==> src/rtl/enc_sym_pack.sv <==
// rtl/enc_sym_pack.sv - JPEG symbol Huffman packer; ENC_SYM_PAD_ONES_EN selects ones fill on flush
module enc_sym_pack #(
  parameter int ACC_W    = 32,
  parameter int MAX_SIZE = 8
) (
  input  logic        clock,
  input  logic        reset,
  input  logic [15:0] symToken_d,
  input  logic        symToken_e,
  input  logic        symToken_v,
  output logic        symToken_b,
  output logic [7:0]  ftabind_d,
  output logic        ftabind_e,
  output logic        ftabind_v,
  input  logic        ftabind_b,
  input  logic [15:0] ftabval_d,
  input  logic        ftabval_e,
  input  logic        ftabval_v,
  output logic        ftabval_b,
  output logic [15:0] bitsOut_d,
  output logic        bitsOut_e,
  output logic        bitsOut_v,
  input  logic        bitsOut_b
);

  localparam int         CW     = $clog2(ACC_W + 1);
  localparam logic [3:0] MAX_SZ = 4'(MAX_SIZE);

  typedef enum logic [2:0] {
    S_IDLE, S_REQ, S_WAIT, S_CODE, S_AMP, S_FLUSH, S_EOS
  } state_t;

  state_t state, next_state;

  logic [ACC_W-1:0] acc;
  logic [CW-1:0]    cnt;
  logic [3:0]       run, size, code_len;
  logic [7:0]       amp;
  logic [11:0]      code;

  logic             full;
  logic [15:0]      top, pad_fill;
  logic [3:0]       tok_size, val_len;
  logic             sym_b, ind_v, val_b, out_v, out_e;
  logic [15:0]      out_d;
  logic             accept, emit, flush_word, clear_all, append_en;
  logic [ACC_W-1:0] app_bits;
  logic [3:0]       app_len;
  logic [CW-1:0]    shamt;
  logic             unused_ok;

  assign unused_ok = ftabval_e;

  // acc holds the pending bits left-aligned; the oldest bit is always acc[ACC_W-1]
  assign full     = (cnt >= CW'(16));
  assign top      = acc[ACC_W-1 -: 16];
  assign tok_size = (symToken_d[11:8] > MAX_SZ) ? MAX_SZ : symToken_d[11:8];
  assign val_len  = (ftabval_d[15:12] > 4'd12) ? 4'd12 : ftabval_d[15:12];
  assign shamt    = CW'(ACC_W) - cnt - CW'(app_len);

`ifdef ENC_SYM_PAD_ONES_EN
  assign pad_fill = 16'hFFFF >> cnt[3:0];
`else
  assign pad_fill = 16'h0000;
`endif

  // State register
  always_ff @(posedge clock) begin
    if (reset) state <= S_IDLE;
    else       state <= next_state;
  end

  // Next-state decode, handshake strobes and append selection
  always_comb begin
    next_state = state;
    sym_b      = 1'b1;
    ind_v      = 1'b0;
    val_b      = 1'b1;
    out_v      = full;
    out_e      = 1'b0;
    out_d      = top;
    accept     = 1'b0;
    flush_word = 1'b0;
    clear_all  = 1'b0;
    append_en  = 1'b0;
    app_bits   = '0;
    app_len    = 4'd0;
    case (state)
      S_IDLE: begin
        sym_b = full;
        if (symToken_v && !full) begin
          accept     = 1'b1;
          next_state = symToken_e ? S_FLUSH : S_REQ;
        end
      end
      S_REQ: begin
        ind_v = 1'b1;
        if (!ftabind_b) next_state = S_WAIT;
      end
      S_WAIT: begin
        val_b = 1'b0;
        if (ftabval_v) next_state = S_CODE;
      end
      S_CODE: begin
        if (!full) begin
          append_en  = 1'b1;
          app_len    = code_len;
          app_bits   = ACC_W'(code & ~(12'hFFF << code_len));
          next_state = S_AMP;
        end
      end
      S_AMP: begin
        if (!full) begin
          append_en  = 1'b1;
          app_len    = size;
          app_bits   = ACC_W'(amp & ~(8'hFF << size));
          next_state = S_IDLE;
        end
      end
      S_FLUSH: begin
        if (cnt == '0) begin
          next_state = S_EOS;
        end else if (!full) begin
          out_v = 1'b1;
          out_d = top | pad_fill;
          if (!bitsOut_b) begin
            flush_word = 1'b1;
            next_state = S_EOS;
          end
        end
      end
      S_EOS: begin
        out_v = 1'b1;
        out_e = 1'b1;
        out_d = 16'h0000;
        if (!bitsOut_b) begin
          clear_all  = 1'b1;
          next_state = S_IDLE;
        end
      end
      default: next_state = S_IDLE;
    endcase
  end

  // Full words leave whenever the writer is ready, independent of state
  assign emit = full && !bitsOut_b;

  // Bit accumulator plus latched token and table response fields
  always_ff @(posedge clock) begin
    if (reset) begin
      acc      <= '0;
      cnt      <= '0;
      run      <= 4'd0;
      size     <= 4'd0;
      amp      <= 8'd0;
      code_len <= 4'd0;
      code     <= 12'd0;
    end else begin
      if (clear_all || flush_word) begin
        acc <= '0;
        cnt <= '0;
      end else if (emit) begin
        acc <= acc << 16;
        cnt <= cnt - CW'(16);
      end else if (append_en) begin
        acc <= acc | (app_bits << shamt);
        cnt <= cnt + CW'(app_len);
      end
      if (accept && !symToken_e) begin
        run  <= symToken_d[15:12];
        size <= tok_size;
        amp  <= symToken_d[7:0];
      end
      if (state == S_WAIT && ftabval_v) begin
        code_len <= val_len;
        code     <= ftabval_d[11:0];
      end
    end
  end

  assign symToken_b = reset | sym_b;
  assign ftabind_v  = ~reset & ind_v;
  assign ftabind_d  = (reset || !ind_v) ? 8'h00 : {run, size};
  assign ftabind_e  = 1'b0;
  assign ftabval_b  = reset | val_b;
  assign bitsOut_v  = ~reset & out_v;
  assign bitsOut_e  = ~reset & out_e;
  assign bitsOut_d  = reset ? 16'h0000 : out_d;

endmodule
==> config.mk <==
export PLATFORM = sky130hd
export DESIGN_NAME = enc_sym_pack
export DESIGN_NICKNAME = d
export VERILOG_FILES = /design/src/rtl/enc_sym_pack.sv
export SDC_FILE = /design/constraint.sdc
export NUM_CORES = 1
export LEC_CHECK = 0
export ABC_CLOCK_PERIOD_IN_PS = 4450
export BUFFER_PORTS_ARGS = -buffer_cell sky130_fd_sc_hd__buf_2
export CAP_MARGIN = 25
export CELL_PAD_IN_SITES_DETAIL_PLACEMENT = 1
export CELL_PAD_IN_SITES_GLOBAL_PLACEMENT = 1
export CORE_MARGIN = 8
export CORE_UTILIZATION = 40
export CTS_BUF_LIST = sky130_fd_sc_hd__clkbuf_4 sky130_fd_sc_hd__clkbuf_8
export CTS_CLUSTER_DIAMETER = 150
export CTS_CLUSTER_SIZE = 14
export DETAILED_ROUTE_END_ITERATION = 10
export PLACE_DENSITY = 0.88
export SKIP_LAST_GASP = 1
export SLEW_MARGIN = 20
export SYNTH_ARGS = -nofsm -noshare
export SYNTH_HDL_FRONTEND = slang
export SYNTH_SLANG_ARGS = --single-unit
==> constraint.sdc <==
create_clock -name clock -period 4.45 [get_ports clock]
set_clock_uncertainty 0.15 [all_clocks]
set_input_delay 0.445 -clock clock [delete_from_list [all_inputs] [get_ports clock]]
set_output_delay 0.445 -clock clock [all_outputs]
set_load 0.1 [all_outputs]
==> After elaboration in Yosys (flattened, before gate mapping) <==
Cells that the tools add are included.
{ "classes": {"muxes": 41, "n_bitwise": 11, "shifts": 3, "reduce_logical": 17, "n_eq_ne": 14, "n_addsub": 4, "magnitude_cmp": 3} }
{ "op_table": {"columns": ["operator", "count"], "rows": [
  ["32-bit 2-to-1 mux", 4],
  ["32-bit inverter", 2],
  ["32-bit case mux with 2 select lines", 1],
  ["12-bit by 32-bit bitwise AND with 32-bit output", 1],
  ["8-bit by 32-bit bitwise AND with 32-bit output", 1],
  ["16-bit 2-to-1 mux", 2],
  ["32-bit OR", 1],
  ["12-bit by 4-bit << shifter with 32-bit output, first input constant", 1],
  ["32-bit by 6-bit << shifter with 32-bit output", 1],
  ["8-bit by 4-bit << shifter with 32-bit output, first input constant", 1],
  ["3-bit 2-to-1 mux", 10],
  ["3-bit case mux with 7 select lines", 1],
  ["4-bit 2-to-1 mux", 4],
  ["1-bit 2-to-1 mux", 14],
  ["6-bit 2-to-1 mux", 2],
  ["2-bit != test, second input constant", 6],
  ["3-bit == test, second input constant", 3],
  ["4-bit > comparator, second input constant", 2],
  ["8-bit 2-to-1 mux", 1],
  ["4-bit case mux with 2 select lines", 1],
  ["8-bit AND reduction", 1],
  ["6-bit by 4-bit adder with 6-bit output", 1],
  ["3-bit by 2-bit == test with 1-bit output, second input constant", 2],
  ["6-bit by 5-bit >= comparator with 1-bit output, second input constant", 1],
  ["other kinds (17)", 29]
]} }
{ "totals": {"ff_bits": 73, "in_bits": 40, "wordCells": 102, "out_inout_bits": 30} }

==> Depth between registers and ports, before layout <==
Gate-level depths: netlist of the first run.
{ "depth": {"depth_word": 9, "ltp_mapped": 18, "ltp_nobuf": 14} }

==> Worst setup path before layout of the first run <==
No wires, ideal clock.
{ "synth_path": {"kind": "flip-flop to output port", "from": "register state[2]", "to": "output port ftabind_d[0]", "path_buffers": 2, "arrival_ns": 4.119, "path_stages_with_launch": 5, "path_slack_ns": -0.264, "t_required_ns": 3.855, "path_cell_list": "dfxtp_1 > buf_4 > clkbuf_1 > nor3b_1 > and2_1"} }
{ "synth_via": {"elab_chain_len": 5} }
{ "synth_rtl": {"columns": ["element", "line", "source"], "rows": [
  ["from (decl)", "33", "state_t state, next_state;"],
  ["from (signal assigned)", "70", "else state <= next_state;"],
  ["3-bit by 1-bit == test with 1-bit output", "88", "case (state)"],
  ["1-bit 2-to-1 mux", "88", null],
  ["1-bit logical NOT", "183", "assign ftabind_d = (reset || !ind_v) ? 8'h00 : {run, size};"],
  ["1-bit logical OR", "183", null],
  ["8-bit 2-to-1 mux", "183", null],
  ["to (decl)", "12", "output logic [7:0] ftabind_d,"]
]} }
No other way between the ends.

==> Worst setup path after layout of the first run <==
{ "layout_path": {"from": "register cnt[4]", "to": "register acc[14]"} }
{ "layout_via": {"elab_chain_len": 6, "elab_cells_between_ends": 20, "cone_classes": "add/sub: 2; order compare: 1; shift: 1; mux: 11; bitwise: 1; reduce/logical: 4"} }
{ "layout_rtl": {"columns": ["element", "line", "source"], "rows": [
  ["from (decl)", "36", "logic [CW-1:0] cnt;"],
  ["from (signal assigned)", "164", "cnt <= cnt - CW'(16);"],
  ["from (signal assigned)", "167", "cnt <= cnt + CW'(app_len);"],
  ["6-bit by 5-bit >= comparator with 1-bit output", "55", "assign full = (cnt >= CW'(16));"],
  ["4-bit 2-to-1 mux, or another cell as far along", "113", "if (!full) begin"],
  ["4-bit case mux with 2 select lines / 1-bit 2-to-1 mux (equally long branches)", "88, 121", null],
  ["6-bit by 4-bit subtractor with 6-bit output / 1-bit 2-to-1 mux (equally long branches)", "59, 88", null],
  ["32-bit by 6-bit << shifter with 32-bit output / 1-bit logical OR (equally long branches)", "166, 159", null],
  ["32-bit OR / 3-bit OR reduction (equally long branches)", null, null],
  ["to (signal assigned)", "163", "acc <= acc << 16;"],
  ["to (signal assigned)", "166", "acc <= acc | (app_bits << shamt);"],
  ["to (decl)", "35", "logic [ACC_W-1:0] acc;"]
]} }
Several ways; a longest one is shown, not always the timed one.
A chain may end at the register's enable or synchronous reset.

==> flow_summary.ini, run 1 <==
[status]
status = completed

[detailed_routing]
first_pass_iters = 7
routed_via_density = 5.96
wl_per_cell_um = 19.1
drtIter0Drc = 275
drt_drc_violations_left = 0
antenna_left = 0
routed_wl_mm = 15.7
vias = 4909

[floorplanning]
start_util = 0.402
row_count = 40
io_pins = 70
die_h_um = 125
core_area_mm2 = 0.0118
die_w_um = 125
die_area_mm2 = 0.0156

[final_layout]
antenna_cells = 0
fill_cells = 1474
area_growth_pct = 14.9
design_area_mm2 = 0.00546
nNetsFinal = 726
final_util = 0.462
layout-drive-gt1-share = 0.176

[critical_path]
cp_max_fo = 9
worst-setup-path-type = reg -> reg
crit_path_frequent_cell = ha_1
ff2ff_path_depth = 13
cp-start-kind = register
end_kind = register
rr_startpoint = cnt[4]$_SDFFE_PP0P_
crit_arrival_ns = 4.11
timing.rr.end = acc[14]$_SDFFE_PP0P_
max_stage_delay_ns = 0.57
crit_slowest_cell = o21ai_1
reg2reg_slack_ns = 0.45
startpoint = cnt[4]$_SDFFE_PP0P_
critical_path.cell_chain = inv_1, ha_1, and4b_1, nand2_1, and2_1, ha_1, ha_1, o21a_1, o21ai_1, nand3_1, nor2_1, a32oi_1, o41ai_1
worstPathRequired_ns = 4.56

[logic_synthesis]
synth_top_family_by_area = simple AND/OR/NAND/NOR gates
yosys_most_used_dff = dfxtp_1
async_reset_ff_frac = 0
synth-simple-area-share = 0.260
ys_seq_elements = 73
avgSynthCellArea_um2 = 7.71
yosysUniqueCellTypes = 70
yosys.area_share.xor_xnor = 0.0111
yosysWarnings = 0
netlist_instances = 616
syn_area_mm2 = 0.00475
synth_fp_nets = 671
synthAdderAreaFrac = 0.0427
synthMuxAreaShare = 0.0727
synth_compound_area_frac = 0.251
ys_seq_area_frac = 0.308
synth_edf_count = 0

[cts]
insertion_delay_ns = 0.38
cts_tree = built
cts_buffers = 9
clockBufferDepth = 2
ctsResizeCount = 0
h-tree-depth = 3
root_buffer = clkbuf_8
post_cts_buffers = 0
clkSinkCount = 73
hold_buffers = 0
clk_pin_slew_ns = 0.08

[sta]
setup_viol = 0
finalCritPeriodShare = 0.899
rsz0062_at_grt = no
fin_setup_tns_ns = 0
period_needed_ns = 4.00
max_freq_mhz = 250
maxSlewViolCount = 0
hold_viol_final = 0
relSlewSlack = 0.411
worst_pin_slew_ns = 0.883

[global_routing]
track_usage = 0.204
grt_pass1_wl_mm = 26.3
grt_pass1_vias = 5323
antenna_found_initial = 0
globalRouteOverflowTotal = 0
grt_max_degree = 43

[worst_hold_path]
worstHoldStart = symToken_d[3]
hold_path.class = in -> reg
holdPathEnd = amp[3]$_SDFFE_PP0P_
hold_depth = 3

[job]
drv_cap = 0

[place]
place_congestion = 0.949
hpwlAfterDp_mm = 11.6
placed_cell_area_mm2 = 0.00524
portBuffers = 67

[power]
vdd.ir_drop.worst_v = 0.000366
leakage_nw = 2.21
p_per_area_mw_per_mm2 = 492
registers in the layout, summed over array words and instances, names as in the netlist:
name / flops
code_len: 4
state: 3
size: 4
cnt: 6
run: 4
code: 12
amp: 8
acc: 32
synthesized netlist by cell type (5+ instances only):
cell type / n / area share
o21ai_0: 22 / 0.023
clkbuf_1: 31 / 0.024
nand3_1: 22 / 0.023
nor3_1: 10 / 0.011
o211ai_1: 8 / 0.013
nand2b_1: 7 / 0.0092
and2_1: 30 / 0.040
o22ai_1: 16 / 0.021
or3_1: 7 / 0.0092
buf_2: 7 / 0.0074
a22oi_1: 5 / 0.0079
ha_1: 13 / 0.034
nand2_1: 83 / 0.066
o21a_1: 9 / 0.014
a22o_1: 6 / 0.011
nand4_1: 5 / 0.0066
mux2i_1: 30 / 0.063
a21o_1: 5 / 0.0079
o31a_1: 5 / 0.0092
inv_1: 16 / 0.013
a31oi_1: 6 / 0.0079
nor2_1: 51 / 0.040
nor2b_1: 12 / 0.016
a32oi_1: 6 / 0.011
dfxtp_1: 73 / 0.31
a21oi_1: 50 / 0.053
a221oi_1: 5 / 0.0092
worst max path at each step:
| stage | slack [ns] | end | cells after the start |
|---|---|---|---|
| 2_1_floorplan | 0.14 | bitsOut_v | 8 |
| 5_1_grt | 0.19 | acc[14]$_SDFFE_PP0P_ | 13 |
| 3_3_place_gp | 0.68 | acc[26]$_SDFFE_PP0P_ | 15 |
| 3_5_place_dp | 0.52 | acc[26]$_SDFFE_PP0P_ | 15 |
| 4_1_cts | 0.51 | acc[26]$_SDFFE_PP0P_ | 15 |
| 6_report | 0.45 | acc[14]$_SDFFE_PP0P_ | 13 |
report_power, final:
part / internal [W] / total, W / switching, W
Combinational: 0.000425 / 0.00134 / 0.000917
Clock: 0.000313 / 0.000582 / 0.000269
Sequential: 0.000706 / 0.000761 / 0.0000545
Total: 0.00144 / 0.00268 / 0.00124
cell families after synthesis:
logic type               after synthesis
AO/OA/AOI/OAI                        177
XOR/XNOR                               6
adder cells (fa/ha/maj)               15
buffers and inverters                 60
flip-flops                            73
multiplexers                          33
other                                  1
AND/OR/NAND/NOR                      251
layout by cell type, fill, tap and decap left out, drive strengths merged, types with 3 or more instances in the layout:
master	synthesis	final
a31oi	6	6
dfxtp	73	73
inv	16	16
a22o	6	6
or2	3	3
a21o	5	5
or3	7	7
o22ai	16	16
nor2b	12	12
nand2	83	83
o21ai	25	25
nand2b	7	7
ha	13	13
nand3	23	23
o211a	3	3
nor2	51	51
a21oi	50	50
nor3	10	10
o21a	9	9
and3	4	4
a211oi	5	5
o211ai	8	8
xnor2	4	4
a22oi	5	5
buf	13	88
nor3b	5	5
o221ai	3	3
o31ai	4	4
or4	4	4
o31a	5	5
clkbuf	31	13
a32oi	6	6
mux2i	30	30
a221oi	6	6
nand4	5	5
and2	30	30
metrics by stage:
step                std cells  setup WS, ns  hold slack, ns  power, W
floorplan                 616         0.142           0.270   0.00174
global placement          807         0.677           0.282   0.00202
detailed placement        807         0.515           0.300   0.00209
CTS                       823         0.509           0.133   0.00268
global route              823         0.194           0.147   0.00284
finish                    823         0.448           0.154   0.00268
cell type report:
type	count	area, µm²	area share
clock buffers	13	173	0.0316
clock inverters	3	47.5	0.00871
inverters	16	60.1	0.0110
multi-input cells	483	3040	0.557
flip-flops and latches	73	1460	0.268
well taps	147	184	0.0337
repair buffers	88	493	0.0903
critical path: cells and delay by family, from the launching register on:
family                     cells  cell delay (ns)
adders and majority gates      3             0.96
AOI/OAI and AO/OA              4             1.03
and+or+nand+nor                5             1.29
buffers and inverters          1             0.10
DFF                            1             0.35
layer usage:
layer | vias up | global-route usage | routed length, µm
met5 | - | 0 | 0
met4 | 0 | 0.0996 | 559
met3 | 45 | 0.0535 | 952
met2 | 167 | 0.347 | 7550
met1 | 2367 | 0.232 | 6670
li1 | 2330 | - | -
Power figures use the tool's default switching activity.
==> run 2, diff against run 1 <==
--- a/config.mk
+++ b/config.mk
@@ -5,18 +5,19 @@
 export SDC_FILE = /design/constraint.sdc
 export NUM_CORES = 1
 export LEC_CHECK = 0
+export ABC_AREA = 1
 export ABC_CLOCK_PERIOD_IN_PS = 4450
 export BUFFER_PORTS_ARGS = -buffer_cell sky130_fd_sc_hd__buf_2
 export CAP_MARGIN = 25
 export CELL_PAD_IN_SITES_DETAIL_PLACEMENT = 1
 export CELL_PAD_IN_SITES_GLOBAL_PLACEMENT = 1
 export CORE_MARGIN = 8
-export CORE_UTILIZATION = 40
+export CORE_UTILIZATION = 41
 export CTS_BUF_LIST = sky130_fd_sc_hd__clkbuf_4 sky130_fd_sc_hd__clkbuf_8
 export CTS_CLUSTER_DIAMETER = 150
 export CTS_CLUSTER_SIZE = 14
 export DETAILED_ROUTE_END_ITERATION = 10
-export PLACE_DENSITY = 0.88
+export PLACE_DENSITY = 0.93
 export SKIP_LAST_GASP = 1
 export SLEW_MARGIN = 20
 export SYNTH_ARGS = -nofsm -noshare
==> run 2 against run 1 <==
Against the previous run:
- register-to-register slack worse by 0.14 ns
- sequential power is 2% higher
- final cell count is 20% higher
- worst hold slack better by 0.0089 ns
- via count is 8.1% higher
- critical path depth is 4 higher
- largest power group unchanged
- routed wire length is 1.0% higher
- synthesized cell count is 28% higher
- count of clock-buffer cells in the layout is 2 lower
- non-clock buffer count is 13 lower
- worst setup slack worse by 0.14 ns
- core utilization is 0.31 points higher
==> flow_summary.ini, run 2 <==
[floorplanning]
row_count = 40
die_w_um = 125
core_area_mm2 = 0.0118
die_area_mm2 = 0.0157
start_util = 0.414
io_pins = 70
die_h_um = 125

[logic_synthesis]
synth_top_area_cell = dfxtp_1
yosysWarnings = 0
synth_fp_nets = 843
yosys-top-cells-area = dfxtp_1, nand2_1, nand3_1, inv_1, a21oi_1
netlist_instances = 788
synthTopCellsByCount = nand2_1, nand3_1, inv_1
yosysMostFrequentCell = nand2_1
synth_edf_count = 0
syn_area_mm2 = 0.00489
async_reset_ff_frac = 0
ys_seq_area_frac = 0.299
avgSynthCellArea_um2 = 6.20
ys_seq_elements = 73
yosysUniqueCellTypes = 45
synth.top_cell.area_share = 0.299
yosys_most_used_dff = dfxtp_1

[final_layout]
final_util = 0.465
antenna_cells = 0
layout-drive-gt1-share = 0.146
design_area_mm2 = 0.00549
layout_commonest_cell = nand2_1
area_growth_pct = 12.4
top_register = acc
final_cell_mix = nand2_1, nand3_1, inv_1, dfxtp_1, a21oi_1
nNetsFinal = 888
largest_register_ffs = 32
reg_top3 = acc: 32 flops, code: 12 flops, amp: 8 flops

[critical_path]
crit_arrival_ns = 4.24
timing.rr.end = acc[11]$_SDFFE_PP0P_
max_stage_delay_ns = 0.53
crit_slowest_cell = ha_1
end_kind = register
critical_path.cell_chain = inv_1, ha_1, inv_1, a21oi_1, ha_1, fa_1, inv_1, ha_1, a21o_1, nand3_1, nand2_1, xor2_2, nor2_1, nand2_1, inv_2, nand3_1, a21oi_1
cp-start-kind = register
ff2ff_path_depth = 17
rr_startpoint = cnt[4]$_SDFFE_PP0P_
reg2reg_slack_ns = 0.30
cp_max_fo = 15
worst-setup-path-type = reg -> reg
worstPathRequired_ns = 4.54
startpoint = cnt[4]$_SDFFE_PP0P_

[cts]
h-tree-depth = 3
cts_buffers = 9
clk_pin_slew_ns = 0.08
insertion_delay_ns = 0.37
ctsResizeCount = 0
root_buffer = clkbuf_8
clockBufferDepth = 2
post_cts_buffers = 0
cts_tree = built
clkSinkCount = 73
hold_buffers = 0

[place]
hpwlAfterDp_mm = 11.6
portBuffers = 67
place_congestion = 0.901
placed_cell_area_mm2 = 0.00527

[sta]
period_needed_ns = 4.15
maxSlewViolCount = 0
fin_setup_tns_ns = 0
hold_viol_final = 0
max_freq_mhz = 241
rsz0062_at_grt = no
worst_pin_slew_ns = 0.786
relSlewSlack = 0.475
finalCritPeriodShare = 0.932
setup_viol = 0

[power]
leakage_nw = 2.52
p_per_area_mw_per_mm2 = 416
vdd.ir_drop.worst_v = 0.000295

[detailed_routing]
drtIter0Drc = 287
wl_per_cell_um = 16.1
routed_wl_mm = 15.9
drt_drc_violations_left = 0
routed_via_density = 5.39
antenna_left = 0
vias = 5306
first_pass_iters = 4

[global_routing]
antenna_found_initial = 0
globalRouteOverflowTotal = 0
track_usage = 0.204
grt_max_degree = 25
grt_pass1_wl_mm = 26.6
grt_pass1_vias = 5510

[status]
status = completed

[worst_hold_path]
hold_depth = 3
worstHoldStart = symToken_d[6]
hold_path.class = in -> reg
holdPathEnd = amp[6]$_SDFFE_PP0P_

[job]
drv_cap = 0
[run 2: power breakdown]
group / switching [W] / internal [W] / total (W)
registers: 0.0000611 / 0.000714 / 0.000776
logic: 0.000682 / 0.000218 / 0.000900
clock network: 0.000267 / 0.000344 / 0.000611
total: 0.00101 / 0.00128 / 0.00229
[run 2: critical path, delay by kind of cell, from the launching register on]
| family | cells | cell delay (ns) |
|---|---|---|
| AO/OA/AOI/OAI | 3 | 0.54 |
| XOR/XNOR | 1 | 0.39 |
| adder cells (fa/ha/maj) | 4 | 1.36 |
| buffers and inverters | 4 | 0.61 |
| flip-flops | 1 | 0.34 |
| AND/OR/NAND/NOR | 5 | 0.62 |
[run 2: per-layer routing]
metal	vias up	GRT usage	part of all wire
met3	25	0.0268	0.027
met5	-	0	0
met4	0	0.0766	0.019
li1	2638	-	-
met2	90	0.364	0.51
met1	2553	0.245	0.45
[run 2: metrics by stage]
step	instances	hold slack, ns	setup WS, ns	total power, W
2_1_floorplan	788	0.280	0.140	0.00147
3_3_place_gp	969	0.289	0.683	0.00164
3_5_place_dp	969	0.300	0.484	0.00167
4_1_cts	985	0.157	0.327	0.00229
5_1_grt	985	0.167	0.00396	0.00242
6_report	985	0.162	0.304	0.00229
[run 2: worst max-delay path by stage]
stage / to / slack [ns] / cells past startpoint
after floorplan: ftabind_d[0] / 0.14 / 6
after global placement: acc[21]$_SDFFE_PP0P_ / 0.68 / 19
after detailed placement: acc[16]$_SDFFE_PP0P_ / 0.48 / 18
after CTS: acc[16]$_SDFFE_PP0P_ / 0.33 / 18
after global routing: acc[16]$_SDFFE_PP0P_ / 0.004 / 18
final: acc[11]$_SDFFE_PP0P_ / 0.30 / 17
[run 2: cell type report]
cell class,instances,area (µm²)
clock inverters,5,77.6
flip-flops and latches,73,1460
fillers,1633,6320
repair buffers,75,395
multi-input cells,551,2760
inverters,123,462
clock buffers,11,151
well taps,147,184
[run 2: kinds of logic (layout without fill, tap and decap cells)]
family	after synthesis	count (layout)	share of synthesized area
and+or+nand+nor	386	386	0.349
buffers and inverters	164	214	0.136
AOI/OAI and AO/OA	146	146	0.166
DFF	73	73	0.299
adders and majority gates	15	15	0.0415
xor gates and xnor gates	3	3	0.00845
other	1	1	0.000767
==> run 3, diff against run 2 <==
--- a/config.mk
+++ b/config.mk
@@ -18,6 +18,7 @@
 export CTS_CLUSTER_SIZE = 14
 export DETAILED_ROUTE_END_ITERATION = 10
 export PLACE_DENSITY = 0.93
+export RECOVER_POWER = 100
 export SKIP_LAST_GASP = 1
 export SLEW_MARGIN = 20
 export SYNTH_ARGS = -nofsm -noshare
==> run 3 against run 2 <==
Against the previous run:
- combinational power is 1% lower
- sequential cell count stayed put
- count of clock-buffer cells in the layout stayed put
- die area stayed put
- critical path type unchanged
- power is 0.46% lower
- clock power hardly changed
- critical path depth is 1 higher
- register-to-register slack better by 0.04 ns
- first-iteration DRC count is 4.5% lower
- final cell count stayed put
==> flow_summary.ini, run 3 (same netlist as run 2, synthesis figures left out) <==
[power]
power.switching_w = 0.00101
p_sw_frac = 0.442
share_comb_of_total_power = 0.390
p_int_w = 0.00127
p_per_area_mw_per_mm2 = 418
vdd.ir_drop.worst_v = 0.000286
p_clk_frac = 0.269
p_seq_frac = 0.341
leakage_nw = 2.39

[cts]
cts_tree = built
hold_buffers = 0
clockBufferDepth = 2
h-tree-depth = 3
ctsResizeCount = 0
post_cts_buffers = 0
cts_buffers = 9
insertion_delay_ns = 0.37
clkSinkCount = 73
root_buffer = clkbuf_8
clk_pin_slew_ns = 0.07

[place]
dp_slack_ns = 0.484
place_congestion = 0.901
hpwlAfterDp_mm = 11.6
portBuffers = 67

[floorplanning]
core_area_mm2 = 0.0118
start_util = 0.414
die_h_um = 125
io_pins = 70
die_w_um = 125
row_count = 40
die_area_mm2 = 0.0157

[critical_path]
path_buf_inv = 5
end_kind = register
critical_path.cell_chain = inv_1, ha_1, inv_1, a21oi_1, ha_1, fa_1, inv_1, ha_1, a21o_1, xor2_1, inv_2, nor2_2, inv_2, o21ai_1, nand2_1, nand2_1, nand2_1, a21oi_1
cp-start-kind = register
crit_arrival_ns = 4.25
startpoint = cnt[4]$_SDFFE_PP0P_
crit_family = adder cells
worst-setup-path-type = reg -> reg
max_stage_delay_ns = 0.52
cp_max_fo = 22
worstPathRequired_ns = 4.60
rr_startpoint = cnt[4]$_SDFFE_PP0P_
crit_slowest_cell = ha_1

[sta]
fin_ws_ns = 0.342
hold_viol_final = 0
finalCritPeriodShare = 0.923
worst_pin_slew_ns = 1.19
setup_viol = 0
period_needed_ns = 4.11
fin_setup_tns_ns = 0
relSlewSlack = 0.208
maxSlewViolCount = 0
max_freq_mhz = 243
rsz0062_at_grt = no

[job]
drv_cap = 0

[final_layout]
largest_register_ffs = 32
antenna_cells = 0
nNetsFinal = 888
reg_top3 = acc: 32 flops, code: 12 flops, amp: 8 flops
final_cell_mix = nand2_1, nand3_1, inv_1, dfxtp_1, a21oi_1
area_growth_pct = 11.3
layout_commonest_cell = nand2_1
layout-drive-gt1-share = 0.109
top_register = acc

[detailed_routing]
first_pass_iters = 5
drt_drc_violations_left = 0
drtIter0Drc = 274
wl_per_cell_um = 16.2
antenna_left = 0
routed_via_density = 5.39
routed_wl_mm = 15.9
vias = 5309

[worst_hold_path]
worstHoldStart = symToken_d[6]
hold_path.class = in -> reg

[global_routing]
met1_usage = 0.245
grt_max_degree = 25
antenna_found_initial = 0
grt-busiest-layer = met2
grt_pass1_wl_mm = 26.6
grt_pass1_vias = 5510
globalRouteOverflowTotal = 0
gr-usage-met2 = 0.364
gr-usage-met3 = 0.0268
track_usage = 0.204

[status]
status = completed
==> run 3: changes by cell type in the layout (fill, tap and decap cells not counted), sizes merged <==
cell	delta
buf	-29
clkbuf	+29
==> run 3: per-stage QoR <==
step | std cells | area, µm² | total power (W) | hold WS (ns) | util
final | 985 | 5440 | 0.00228 | 0.163 | 0.461
after global routing | 985 | 5440 | 0.00241 | 0.167 | 0.461
after CTS | 985 | 5490 | 0.00229 | 0.157 | 0.465
after detailed placement | 969 | 5270 | 0.00167 | 0.300 | 0.446
after global placement | 969 | 5270 | 0.00164 | 0.289 | 0.446
after floorplan | 788 | 4890 | 0.00147 | 0.280 | -
==> run 3: worst paths after layout <==
| check | to | slack, ns | cells after the start |
|---|---|---|---|
| hold reg to reg | run[3]$_SDFFE_PP0P_ | 0.31 | 2 |
| setup reg to reg | acc[20]$_SDFFE_PP0P_ | 0.34 | 18 |
| hold / removal | amp[6]$_SDFFE_PP0P_ | 0.16 | 3 |
| setup / recovery | acc[20]$_SDFFE_PP0P_ | 0.34 | 18 |
==> run 3: cell type report <==
class / instances / area [µm²]
multi-input combinational: 551 / 2750
fill: 1656 / 6370
timing repair buffer: 75 / 359
tap: 147 / 184
sequential: 73 / 1460
clock inverter: 5 / 77.6
inverter: 123 / 462
clock buffer: 11 / 151
==> run 3: tightest hold or removal path, delay by kind of cell <==
kind	cells	cell delay [ns]
buffers and inverters	1	0.08
AND/OR/NAND/NOR	2	0.13
==> run 3: metal layers <==
metal  vias to the layer above  part of all wire
met2                        98              0.51
met5                         -                 0
met1                      2547              0.45
met4                         0             0.018
li1                       2641                 -
met3                        23             0.029
==> run 3: power groups by stage <==
stage | Sequential (W) | Clock [W] | Combinational (W)
3_5_place_dp | 0.000788 | 0 | 0.000883
3_3_place_gp | 0.000784 | 0 | 0.000854
6_report | 0.000776 | 0.000612 | 0.000888
2_1_floorplan | 0.000754 | 0 | 0.000714
5_1_grt | 0.000785 | 0.000645 | 0.000979
4_1_cts | 0.000775 | 0.000618 | 0.000897
